===== src/rtl/mult_pkg.sv =====
// Shared constants and state encoding for the sequential shift-add multiplier.
package mult_pkg;

  localparam int unsigned DEF_DATA_WIDTH    = 6;
  localparam int unsigned DEF_COUNTER_WIDTH = 3;
  localparam int unsigned PRODUCT_WIDTH     = 2 * DEF_DATA_WIDTH;

  typedef logic [1:0] state_t;

  localparam state_t IDLE = 2'd0;
  localparam state_t RUN  = 2'd1;
  localparam state_t DONE = 2'd2;

endpackage


===== src/rtl/multiplier_datapath.sv =====
// Operand/product registers and iteration counter for the shift-add multiplier.
module multiplier_datapath
  import mult_pkg::*;
#(
  parameter int unsigned DATA_WIDTH    = DEF_DATA_WIDTH,
  parameter int unsigned COUNTER_WIDTH = DEF_COUNTER_WIDTH
) (
  input  logic                      CLK,
  input  logic                      RST,
  input  logic                      initialize,
  input  logic                      add_shift,
  input  logic                      accumulate,
  input  logic [DATA_WIDTH-1:0]     operand1,
  input  logic [DATA_WIDTH-1:0]     operand2,
  output logic [2*DATA_WIDTH-1:0]   product,
  output logic                      mult_lsb,
  output logic                      last_iter
);

  localparam int unsigned PW = 2 * DATA_WIDTH;

  logic [PW-1:0]            multiplicand_q;
  logic [DATA_WIDTH-1:0]    multiplier_q;
  logic [PW-1:0]            product_q;
  logic [COUNTER_WIDTH-1:0] count_q;

  assign last_iter = (count_q == COUNTER_WIDTH'(DATA_WIDTH - 1));
  assign mult_lsb  = multiplier_q[0];
  assign product   = product_q;

  // Counter wraps to zero on the final iteration so it never passes DATA_WIDTH-1.
  always_ff @(posedge CLK) begin
    if (RST) begin
      multiplicand_q <= '0;
      multiplier_q   <= '0;
      product_q      <= '0;
      count_q        <= '0;
    end else if (initialize) begin
      multiplicand_q <= PW'(operand1);
      multiplier_q   <= operand2;
      product_q      <= '0;
      count_q        <= '0;
    end else if (add_shift) begin
      if (accumulate) begin
        product_q <= product_q + multiplicand_q;
      end
      multiplicand_q <= multiplicand_q << 1;
      multiplier_q   <= multiplier_q >> 1;
      count_q        <= last_iter ? '0 : count_q + COUNTER_WIDTH'(1);
    end
  end

endmodule


===== src/rtl/multiplier_unit.sv =====
// Sequential unsigned shift-add multiplier: control FSM around multiplier_datapath.
module multiplier_unit
  import mult_pkg::*;
#(
  parameter int unsigned DATA_WIDTH    = DEF_DATA_WIDTH,
  parameter int unsigned COUNTER_WIDTH = DEF_COUNTER_WIDTH
) (
  input  logic                    CLK,
  input  logic                    RST,
  input  logic                    start,
  input  logic [DATA_WIDTH-1:0]   Operand1,
  input  logic [DATA_WIDTH-1:0]   Operand2,
  output logic                    busy,
  output logic                    done,
  output logic [2*DATA_WIDTH-1:0] product,
  output logic                    upper_nonzero
);

  state_t state_q;
  state_t state_d;
  logic   busy_d;
  logic   done_d;
  logic   initialize;
  logic   add_shift;
  logic   accumulate;
  logic   mult_lsb;
  logic   last_iter;

  // State register; busy/done registered from the next-state decode so they align with state.
  always_ff @(posedge CLK) begin
    if (RST) begin
      state_q <= IDLE;
      busy    <= 1'b0;
      done    <= 1'b0;
    end else begin
      state_q <= state_d;
      busy    <= busy_d;
      done    <= done_d;
    end
  end

  always_comb begin
    state_d = state_q;
    case (state_q)
      IDLE:    if (start) state_d = RUN;
      RUN:     if (last_iter) state_d = DONE;
      DONE:    state_d = IDLE;
      default: state_d = IDLE;
    endcase
  end

  always_comb begin
    busy_d     = 1'b0;
    done_d     = 1'b0;
    initialize = 1'b0;
    add_shift  = 1'b0;
    accumulate = 1'b0;
    busy_d     = (state_d != IDLE);
    done_d     = (state_d == DONE);
    initialize = (state_q == IDLE) && start;
    add_shift  = (state_q == RUN);
    accumulate = add_shift && mult_lsb;
  end

  multiplier_datapath #(
    .DATA_WIDTH    (DATA_WIDTH),
    .COUNTER_WIDTH (COUNTER_WIDTH)
  ) u_datapath (
    .CLK        (CLK),
    .RST        (RST),
    .initialize (initialize),
    .add_shift  (add_shift),
    .accumulate (accumulate),
    .operand1   (Operand1),
    .operand2   (Operand2),
    .product    (product),
    .mult_lsb   (mult_lsb),
    .last_iter  (last_iter)
  );

  assign upper_nonzero = |product[2*DATA_WIDTH-1:DATA_WIDTH];

endmodule


===== config.mk =====
export PLATFORM = sky130hd
export DESIGN_NAME = multiplier_unit
export DESIGN_NICKNAME = d
export VERILOG_FILES = /design/src/rtl/mult_pkg.sv /design/src/rtl/multiplier_datapath.sv /design/src/rtl/multiplier_unit.sv
export SDC_FILE = /design/constraint.sdc
export NUM_CORES = 1
export LEC_CHECK = 0
export CORE_ASPECT_RATIO = 2
export CORE_MARGIN = 5
export CORE_UTILIZATION = 43
export DETAILED_ROUTE_END_ITERATION = 10
export PLACE_DENSITY = 0.66
export SETUP_SLACK_MARGIN = 0.3
export SLEW_MARGIN = 0
export SYNTH_ARGS = -nofsm -noshare
export SYNTH_HDL_FRONTEND = slang
export SYNTH_SLANG_ARGS = --single-unit

===== constraint.sdc =====
create_clock -name CLK -period 2.8 [get_ports CLK]
set_clock_uncertainty 0.2 [all_clocks]
set_input_delay 0.42 -clock CLK [delete_from_list [all_inputs] [get_ports CLK]]
set_output_delay 0.42 -clock CLK [all_outputs]
set_load 0.1 [all_outputs]

==> results.md <==
- TNS Setup: 0 ps
- Hold WC Path Type: reg -> reg
- First-pass GRT wire length: 7250 um
- Slew @ Worst Pin: 504 ps
- Top cells by area, synth: dfxtp_1 38%, ha_1 7.1%, mux2i_1 6.2%
- Setup Buffers After CTS: 0
- Post-route ant nets: 0
- Hold path startpoint: u_datapath.product[0]
- GRT Overall Usage: 15.2%
- Largest net degree at the start of global routing: 21
- Post-synthesis sequential area ratio: 38.2%
- Avg Inst Size Synth: 8.49 sq um
- Site Rows: 34
- Place WS: 535 ps
- End of the worst register-to-register path: u_datapath.product[10]
- Die area: 6030 sq um
- Vias in the first global route: 1569
- Via count: 1700
- Syn_nets: 255
- Slew headroom: 66.4%
- Reg-to-Reg Start: u_datapath.product[0]
- DP Wirelength: 3360 um
- Yosys reg bits: 37
- Mapped Cells: 228
- Starting Density: 44.2%
- Post-synth EDFFs: 0
- Yosys warning count: 0
- CTS max path bufs: 2
- CP Class: reg -> reg
- Total wire length: 4450 um
- Nets: 286
- PortBufs: 29
- Reg2Reg Setup Slack: 510 ps
- Worst Hold Path EP: u_datapath.product[0]
- Hold Path Cell Cnt: 2
- Final hold vios: 0
- Area grow syn2layout: 22.2%
- Max-cap violation count: 0
- Post-CTS Resized: 0
- Share of cells above drive strength 1: 15.4%
- Vias per cell: 5.41
- Chip Height: 105 um
- DRT iter0 DRCs: 26
- Setup ws final: 506 ps
- Most common cell after layout, fill and taps aside: nand2_1
- # diodes: 0
- GPL Wtd Cong: 0.847
- Initial antenna violation count: 0
- CTS H-tree lvls: 2
- Wire length per cell: 14.2 um
- # setup viols final: 0
- Critical path startpoint category: flip-flop
- Core area: 4380 sq um
- Critical path required time: 2770 ps
- FMAX: 0.436 GHz
- Fin crit period: 2290 ps
- Outcome: completed
- Clock-pin slew on the worst setup and hold paths: 70 ps
- Arrival @ worst endpoint: 2270 ps
- Drt first pass iters: 4
- Ys flop type: dfxtp_1
- Crit end category: flip-flop
- Die W: 57.5 um
- Total CTS buffers: 5
- Worst-case reg-to-reg path depth: 8
- Worst VDD drop: 0.000442 V
- DR DRC count: 0
- TritonCTS clock tree: done
- Post-synthesis async set-or-reset flop share: 0%
- Cell variety after synth: 43
- CTS hold repair buffers: 0
- Post-Syn Area: 1940 sq um
- Synth area leader: dfxtp_1
- Final Max Slew Viols: 0
- Worst-path maximum fanout: 3
- Period Utilization, post-route: 81.9%
- I/O pin total: 30
- RSZ-0062 raised after global routing: no
- Most frequent cells in the layout: 31 x nand2_1, 30 x dfxtp_1, 29 x nor2_1
- Worst skew pair latency: 280 ps
- GR Overflow Total: 0
- Clock net sink count: 37
- Synth top area share: 38.2%
- Power Dens Cells: 504 nW/um^2
- Clock root buffer: clkbuf_8
- Static Leak: 0.947 nW
==> worst max-delay path by stage <==
stage          slack, ps                      to                  start  cells past startpoint
2_1_floorplan        260  u_datapath.product[10]  u_datapath.product[6]                      7
3_3_place_gp         560  u_datapath.product[10]  u_datapath.product[0]                      8
3_5_place_dp         530  u_datapath.product[10]  u_datapath.product[0]                      8
4_1_cts              500  u_datapath.product[10]  u_datapath.product[0]                      8
5_1_grt              360  u_datapath.product[10]  u_datapath.product[0]                      8
6_report             510  u_datapath.product[10]  u_datapath.product[0]                      8
==> cell type report <==
class                      count  area (sq um)
multi-input combinational    177          1130
inverter                       4          15.0
timing repair buffer          34           290
sequential                    37           749
fill                         409          2010
clock buffer                   7          86.3
clock inverter                 1          30.0
tap                           54          67.6
==> through the flow <==
stage | total power, mW | util [%] | cells | hold WS (ps) | cell area (sq um)
3_3_place_gp | 0.730 | 51.4 | 306 | 255 | 2250
3_5_place_dp | 0.730 | 51.4 | 306 | 262 | 2250
6_report | 1.19 | 54.0 | 314 | 273 | 2370
5_1_grt | 1.24 | 54.0 | 314 | 298 | 2370
2_1_floorplan | 0.682 | - | 228 | 245 | 1950
4_1_cts | 1.20 | 54.0 | 314 | 273 | 2370
==> layer usage <==
layer | track usage [%] | vias up | share of wire, %
met5 | 0 | - | 0
met1 | 16.1 | 776 | 39
met2 | 27.1 | 34 | 53
li1 | - | 877 | -
met4 | 8.13 | 0 | 3.7
met3 | 2.96 | 13 | 3.9
==> Yosys cell counts, types with 4 or more instances <==
library cell  number
nand2_1           31
clkbuf_1           4
a21oi_1           23
dfxtp_1           37
nor2_1            29
ha_1              11
nor3_1             5
mux2i_1           12
nand3_1           11
xnor2_1            5
inv_1              4
a211oi_1          10
==> power by group <==
group	internal (mW)	leakage, nW	switching, mW
Clock	0.290	0.0585	0.186
Combinational	0.0656	0.583	0.0883
Sequential	0.546	0.305	0.0170
Total	0.902	0.947	0.291
==> kinds of logic (layout without fill, tap and decap cells) <==
logic type,Yosys count,in the layout,share of synthesized area [%]
and+or+nand+nor,99,99,25.0
AOI/OAI and AO/OA,48,48,16.2
DFF,37,37,38.2
buffers and inverters,14,46,3.49
adders and majority gates,12,12,8.14
muxes,12,12,6.20
xor gates and xnor gates,6,6,2.71
==> sequential cells by signal, summed over array words and instances (netlist names) <==
| name | count |
|---|---|
| busy | 1 |
| state_q | 2 |
| u_datapath.multiplicand_q | 12 |
| u_datapath.product | 12 |
| u_datapath.multiplier_q | 6 |
| done | 1 |
| u_datapath.count_q | 3 |
==> critical path, cell delays in order, from the launching register on <==
cell,delay [ps]
dfxtp_2,330
ha_1,220
fa_1,410
a21o_1,200
a21oi_1,260
o21a_1,190
a311oi_1,130
mux2i_1,170
nand3_1,70
No activity file was read; power rests on OpenSTA's default activity.
